File: src/rtl/ma_stage.sv
// Memory-access stage: captures the execute bundle, runs load/store against data memory, and emits a registered writeback pulse.
// Latency: non-memory 1 cycle, memory 2+ cycles. Backpressure: in_ready is high only in IDLE, so upstream holds while an access is pending.
module ma_stage #(
  parameter int TIMEOUT = 16,
  parameter int ADDR_W  = 32
) (
  input  logic              clk,
  input  logic              reset,
  input  logic              in_valid,
  output logic              in_ready,
  input  logic [31:0]       pc,
  input  logic [31:0]       aluResult,
  input  logic [31:0]       op2,
  input  logic [4:0]        rd,
  input  logic              isLd,
  input  logic              isSt,
  input  logic              isWb,
  input  logic              isCall,
  output logic              mem_req,
  output logic              mem_we,
  output logic [ADDR_W-1:0] mem_addr,
  output logic [31:0]       mem_wdata,
  input  logic              mem_ack,
  input  logic [31:0]       mem_rdata,
  output logic              wb_valid,
  output logic              wb_en,
  output logic [4:0]        wb_rd,
  output logic [31:0]       wb_result,
  output logic              mem_err
);

  localparam int CNT_W = (TIMEOUT > 2) ? $clog2(TIMEOUT) : 1;
  localparam logic [CNT_W-1:0] CNT_LAST = CNT_W'(TIMEOUT - 1);

  typedef enum logic {
    IDLE   = 1'b0,
    ACCESS = 1'b1
  } state_t;

  state_t           state, nextState;
  logic [CNT_W-1:0] waitCnt, nextWaitCnt;

  logic              memReq, nextMemReq;
  logic              memWe, nextMemWe;
  logic [ADDR_W-1:0] memAddr, nextMemAddr;
  logic [31:0]       memWdata, nextMemWdata;

  // Control/result of the in-flight access, needed when the ack or abort arrives.
  logic        pendWb, nextPendWb;
  logic [4:0]  pendRd, nextPendRd;
  logic [31:0] pendResult, nextPendResult;

  logic        wbValid, nextWbValid;
  logic        wbEn, nextWbEn;
  logic [4:0]  wbRd, nextWbRd;
  logic [31:0] wbResult, nextWbResult;
  logic        memErr, nextMemErr;

  logic isMem;
  logic misaligned;

  assign isMem      = isLd | isSt;
  assign misaligned = (aluResult[1:0] != 2'b00);

  always_ff @(posedge clk) begin
    if (reset) begin
      state      <= IDLE;
      waitCnt    <= '0;
      memReq     <= 1'b0;
      memWe      <= 1'b0;
      memAddr    <= '0;
      memWdata   <= '0;
      pendWb     <= 1'b0;
      pendRd     <= '0;
      pendResult <= '0;
      wbValid    <= 1'b0;
      wbEn       <= 1'b0;
      wbRd       <= '0;
      wbResult   <= '0;
      memErr     <= 1'b0;
    end else begin
      state      <= nextState;
      waitCnt    <= nextWaitCnt;
      memReq     <= nextMemReq;
      memWe      <= nextMemWe;
      memAddr    <= nextMemAddr;
      memWdata   <= nextMemWdata;
      pendWb     <= nextPendWb;
      pendRd     <= nextPendRd;
      pendResult <= nextPendResult;
      wbValid    <= nextWbValid;
      wbEn       <= nextWbEn;
      wbRd       <= nextWbRd;
      wbResult   <= nextWbResult;
      memErr     <= nextMemErr;
    end
  end

  always_comb begin
    nextState      = state;
    nextWaitCnt    = waitCnt;
    nextMemReq     = memReq;
    nextMemWe      = memWe;
    nextMemAddr    = memAddr;
    nextMemWdata   = memWdata;
    nextPendWb     = pendWb;
    nextPendRd     = pendRd;
    nextPendResult = pendResult;
    nextWbValid    = 1'b0;
    nextWbEn       = 1'b0;
    nextWbRd       = wbRd;
    nextWbResult   = wbResult;
    nextMemErr     = 1'b0;

    case (state)
      IDLE: begin
        if (in_valid) begin
          if (!isMem) begin
            nextWbValid  = 1'b1;
            nextWbEn     = isWb;
            nextWbRd     = rd;
            nextWbResult = isCall ? (pc + 32'd4) : aluResult;
          end else if (misaligned) begin
            // Faulting address goes out on wb_result for debug visibility.
            nextWbValid  = 1'b1;
            nextMemErr   = 1'b1;
            nextWbRd     = rd;
            nextWbResult = aluResult;
          end else begin
            nextState      = ACCESS;
            nextWaitCnt    = '0;
            nextMemReq     = 1'b1;
            nextMemWe      = isSt & ~isLd;
            nextMemAddr    = aluResult[ADDR_W-1:0];
            nextMemWdata   = op2;
            nextPendWb     = isWb;
            nextPendRd     = rd;
            nextPendResult = aluResult;
          end
        end
      end

      ACCESS: begin
        if (mem_ack) begin
          nextState    = IDLE;
          nextMemReq   = 1'b0;
          nextWbValid  = 1'b1;
          nextWbRd     = pendRd;
          nextWbEn     = memWe ? 1'b0 : pendWb;
          nextWbResult = memWe ? pendResult : mem_rdata;
        end else if (waitCnt == CNT_LAST) begin
          nextState    = IDLE;
          nextMemReq   = 1'b0;
          nextWbValid  = 1'b1;
          nextMemErr   = 1'b1;
          nextWbRd     = pendRd;
          nextWbResult = pendResult;
        end else begin
          nextWaitCnt = waitCnt + 1'b1;
        end
      end

      default: nextState = IDLE;
    endcase
  end

  assign in_ready  = (state == IDLE);
  assign mem_req   = memReq;
  assign mem_we    = memWe;
  assign mem_addr  = memAddr;
  assign mem_wdata = memWdata;
  assign wb_valid  = wbValid;
  assign wb_en     = wbEn;
  assign wb_rd     = wbRd;
  assign wb_result = wbResult;
  assign mem_err   = memErr;

endmodule

File: config.mk
export PLATFORM = sky130hd
export DESIGN_NAME = ma_stage
export DESIGN_NICKNAME = d
export VERILOG_FILES = /design/src/rtl/ma_stage.sv
export SDC_FILE = /design/constraint.sdc
export NUM_CORES = 1
export LEC_CHECK = 0
export BUFFER_PORTS_ARGS = -buffer_cell sky130_fd_sc_hd__buf_2
export CORE_MARGIN = 1.5
export CORE_UTILIZATION = 48
export CTS_CLUSTER_DIAMETER = 80
export DETAILED_ROUTE_END_ITERATION = 6
export PLACE_DENSITY = 0.85
export SYNTH_ARGS = -nofsm -noshare
export SYNTH_HDL_FRONTEND = slang
export SYNTH_SLANG_ARGS = --single-unit
File: constraint.sdc
create_clock -name clk -period 2.3 [get_ports clk]
set_input_delay 0.23 -clock clk [delete_from_list [all_inputs] [get_ports clk]]
set_output_delay 0.23 -clock clk [all_outputs]
set_load 0.05 [all_outputs]
# Word level (Yosys, flattened, before mapping)

Index checks and enable logic that the tools add are counted.
Widths: inputs -> output; s select.

Flip-flop bits (word level): 117
Input port bits: 141
Word-level logic and storage cells: 80

Add/subtract/negate cells: 2
Equality and inequality tests: 8
Muxes and demuxes: 47
Bitwise gates (word level): 5
Reduce and logical (&&, ||, !) cells: 5

Operators with widths:

| kind                  | number |
|---|---|
| $mux 32               | 7 |
| $pmux 32 s2           | 1 |
| $add 32x3->32 const B | 1 |
| $mux 5                | 5 |
| $mux 1                | 22 |
| $mux 4                | 5 |
| $pmux 1 s2            | 5 |
| $pmux 5 s2            | 1 |
| $ne 2x2->1 const B    | 4 |
| $pmux 4 s2            | 1 |
| $reduce_and 4->1      | 2 |
| $ne 3x2->1 const B    | 2 |
| $reduce_and 5->1      | 1 |
| $add 4x1->4 const B   | 1 |
| $eq 4x4->1 const B    | 1 |
| $not 1->1             | 3 |
| $reduce_and 3->1      | 1 |
| $ne 2x1->1 const B    | 1 |
| $reduce_bool 2->1     | 1 |
| $and 1x1->1           | 1 |
| $or 1x1->1            | 1 |

# Logic depth before layout (Yosys ltp)

Depth in word-level cells: 5
Mapped depth: 8
Depth with buffers taken out: 6

# Worst setup path before layout

Ideal clock, no wire load.

Path kind: register -> register
Start point: reg memWe, in the netlist mem_we
End point: reg wbResult[7], in the netlist wb_result[7]
Arrival: 1903 ps
Required time: 2168 ps
Setup slack: 265 ps
Stages on the path, launching flop included: 9
Clock period less this slack: 2035 ps
Path through: dfxtp_1 > nor2b_1 > clkbuf_1 > buf_2 > buf_2 > mux2i_1 > nor2_1 > nor3_1 > nor3_1

Longest elaborated chain between the ends: 3

RTL lines:

| element                  | RTL line | text |
|---|---|---|
| start: declaration       | 44       | `logic memWe, nextMemWe;` |
| start signal: assignment | 85       | `memWe <= nextMemWe;` |
| $mux 32                  | 150      | `nextWbResult = memWe ? pendResult : mem_rdata;` |
| $mux 32                  | 144      | `if (mem_ack) begin` |
| $pmux 32 s2              | 115      | `case (state)` |
| end signal: assignment   | 94       | `wbResult <= nextWbResult;` |
| end: declaration         | 56       | `logic [31:0] wbResult, nextWbResult;` |

Every way passes these cells.
A chain may end at the register's enable or synchronous reset.

# Worst setup path in the final report

Start point: reg state
End point: out in_ready

Longest elaborated chain between the ends: 1

RTL lines:

| element                    | RTL line | text |
|---|---|---|
| start: declaration         | 40       | `state_t state, nextState;` |
| start signal: assignment   | 82       | `state <= nextState;` |
| $not 1->1 (no source line) | n/a      |  |
| end: declaration           | 10       | `output logic in_ready,` |

Every way passes these cells.

==> key figures <==
Yosys
  – Cell area after synthesis: approximately 0.0057 mm^2
  – Seq/Total Area, Yosys: about two fifths
  – Synth warn: 0
  – Syn Area/Cell: 7.79 um^2
  – Yosys cell types: a little under 60
  – Most common flop cell mapped by yosys: dfxtp_1
  – Top post-synthesis cells by area: dfxtp_1 41%, nand2_1 12%, a21oi_1 7.6%
  – Synthesized instance count: 731
  – Cell with the most instances after synthesis: nand2_1
  – Area leader, netlist: dfxtp_1
  – Post-synth EDFFs: 0
  – Async S/R FF share, synth: 0%
  – Most frequent cells after synthesis: 184 x nand2_1, 117 x dfxtp_1, 87 x a21oi_1
  – Post-synth top area share: 41.1%
  – Number of synthesized register bits: 117
  – Syn_nets: ~870

Power and ir drop
  – P per Cell Area: 776 mW/mm^2
  – Combinational share of power: 17.9%
  – Sw frac: 28.2%
  – Leakage: between 3 and 4 nW
  – Psw: 0.00170 W
  – Int Power: 0.00432 W
  – Worst VDD drop: 0.810 mV
  – Clock Power Share: 45.9%
  – Seq pwr share: a little over a third

Floorplan
  – Core Box Area: 0.0115 mm^2
  – Num rows: 39
  – Die X: around 110 um
  – Num ports: 248
  – Vert. Die Dim: 112 um
  – Initial Utilization: 49.5%
  – Die area: 0.0125 mm^2

Global route
  – Total track usage: 29.4%
  – Pin count of the biggest net entering global routing: 69
  – First-pass GRT wire length: 28800 um
  – Grt ovf: 0
  – Initial antenna violation count: 0
  – Vias in the first global route: 5695

Routing
  – Vias per Instance: about 5.7
  – Total Wirelength: roughly 19000 um
  – DRT antenna net count: 0
  – Via count: 6397
  – DRC Markers: 18
  – First-pass DRT Iterations: 7
  – Initial detailed-routing violation count: 593
  – Routed WL per cell: 16.6 um

STA
  – Worst slew pin tran: 0.697 ns
  – Endpoints failing hold: 0
  – Final setup fails: 0
  – Rel. slew slack: between 50% and 60%
  – RSZ-0062 raised after global routing: no
  – Final clock skew: 0.00527 ns
  – Fin crit share: between 90% and 100%
  – Setup_tns: 0 ns
  – FMAX: 462 MHz
  – Worst hold margin: 0.0496 ns
  – Fin. max-slew vios: 0
  – Period minus WS final: 2.16 ns

Final layout
  – Layout cells sized above 1: between 30% and 40%
  – Layout Nets: 1115
  – Antenna Cells: 0
  – Layout area overhead: 36.4%

Job
  – MaxCap Viol Count: 0

Clock network
  – CTS Root Cell: clkbuf_16
  – H-tree Lvls: 4
  – CTS tree: yes
  – Clk slew on worst S/H paths: roughly 0.05 ns
  – Later-pin clock latency in the skew report: 0.41 ns
  – Setup Buffers After CTS: 0
  – Total CTS buffers: 17
  – Clock Sinks: about 120
  – Longest Clk Path Bufs: 2

Setup path
  – WS Path Type: flop to primary output
  – Crit Path Max Fanout: 23
  – Worst setup EP type: primary output
  – Most common cell on crit path: buf_4
  – WP buf/inv: 4
  – CP Data Arrival Time: 1.93 ns
  – Startpoint Class: flop
  – CP Cell Sequence: clkinvlp_4 -> buf_4 -> buf_4 -> buf_2
  – Req. time, crit path: 2.07 ns
  – Slowest stage cell, crit path: dfxtp_1
  – Crit-path max cell delay: about 0.51 ns
  – Delay-heaviest family, CP: buffers and inverters

Outcome
  – Violated checks: design-rule violations
  – Status: finished with violations

Worst hold path
  – Class of the worst hold path: primary input to flop

Place
  – Port Buffers: 247
  – DP HPWL: around 13000 um
  – Routability cong.: between 0.9 and 1
==> path summary, 6_finish.rpt <==
kind / startpoint / to / slack [ns] / cells after the start
max reg2reg: state$_SDFF_PP0_ / wb_result[28]$_SDFFE_PP0P_ / 0.30 / 6
min reg2reg: mem_wdata[7]$_SDFFE_PP0P_ / mem_wdata[7]$_SDFFE_PP0P_ / 0.45 / 2
min: op2[6] / mem_wdata[6]$_SDFFE_PP0P_ / 0.05 / 3
max: state$_SDFF_PP0_ / in_ready / 0.14 / 4
==> metrics by stage <==
step / instances / worst slack (ns) / area, um^2 / utilization (%) / total power (W)
3_5_place_dp: 1096 / 0.186 / 7150 / 62.1 / 0.00329
4_1_cts: 1128 / 0.0675 / 7770 / 67.4 / 0.00604
5_1_grt: 1128 / 0.0389 / 7770 / 67.5 / 0.00623
3_3_place_gp: 1096 / 0.211 / 7150 / 62.1 / 0.00327
2_1_floorplan: 731 / 0.265 / 5700 / - / 0.00290
6_report: 1128 / 0.137 / 7770 / 67.5 / 0.00603
==> kinds of logic (layout without fill, tap and decap cells) <==
family | after synthesis | after routing | synth area share, %
mux | 38 | 38 | 6.81
compound gates | 173 | 173 | 18.6
flops | 117 | 117 | 41.1
xor+xnor | 19 | 19 | 2.92
simple gates | 321 | 321 | 25.4
buf+inv | 61 | 315 | 4.64
fa+ha+maj | 2 | 2 | 0.439
==> timing repair <==
action	CTS	global route
resized for setup	0	1
endpoints found under the setup margin	0	1
hold buffers	0	0
==> flip-flops by register name (all words and copies together), names as in the netlist <==
register / flops
mem_err: 1
mem_req: 1
mem_wdata: 32
mem_we: 1
pendRd: 5
pendResult: 32
pendWb: 1
state: 1
waitCnt: 4
wb_en: 1
wb_rd: 5
wb_result: 32
wb_valid: 1
==> power by group through the flow <==
stage | combinational, W | sequential, W | clock, W
3_5_place_dp | 0.00107 | 0.00222 | 0
3_3_place_gp | 0.00106 | 0.00222 | 0
2_1_floorplan | 0.000366 | 0.00253 | 0
6_report | 0.00108 | 0.00218 | 0.00277
5_1_grt | 0.00115 | 0.00219 | 0.00289
4_1_cts | 0.00107 | 0.00218 | 0.00279
==> tightest hold or removal path: cells and delay by family <==
family	cells	cell delay [ns]
buffers and inverters	1	0.09
AO/OA/AOI/OAI	1	0.05
AND/OR/NAND/NOR	1	0.04
==> cell type report <==
cell class / count / area [um^2]
Clock inverter: 10 / 153
Inverter: 11 / 45.0
Sequential cell: 117 / 2340
Clock buffer: 22 / 464
Multi-Input combinational cell: 553 / 3110
Fill cell: 970 / 3750
Timing Repair Buffer: 272 / 1480
Tap cell: 143 / 179
==> routing by layer <==
metal  vias to the layer above  GRT usage [%]  share of wire [%]
li1                       3060              -                  -
met1                      2958           36.7                 42
met2                       331           48.6                 47
met5                         -              0                  0
met3                        48           7.35                8.3
met4                         0           12.3                2.7
==> layout by cell type (no fill, tap or decap), types with 4 or more instances in the layout <==
master / n
buf_4: 22
nand3_1: 23
a211oi_1: 12
nor2_1: 43
and3_1: 6
bufinv_16: 4
xnor2_1: 14
nand4_1: 6
xor2_1: 5
mux2i_1: 32
buf_2: 246
buf_12: 4
mux2_2: 6
inv_1: 10
clkinv_2: 5
o21ai_0: 16
nand2_1: 184
dfxtp_1: 117
or3_1: 4
nor3_1: 21
nor4_1: 9
a311oi_1: 8
a21oi_1: 87
a31oi_1: 10
or4_1: 4
clkbuf_16: 17
o211ai_1: 9
o22ai_1: 6
Note: power is estimated with default switching activity, not from simulation.
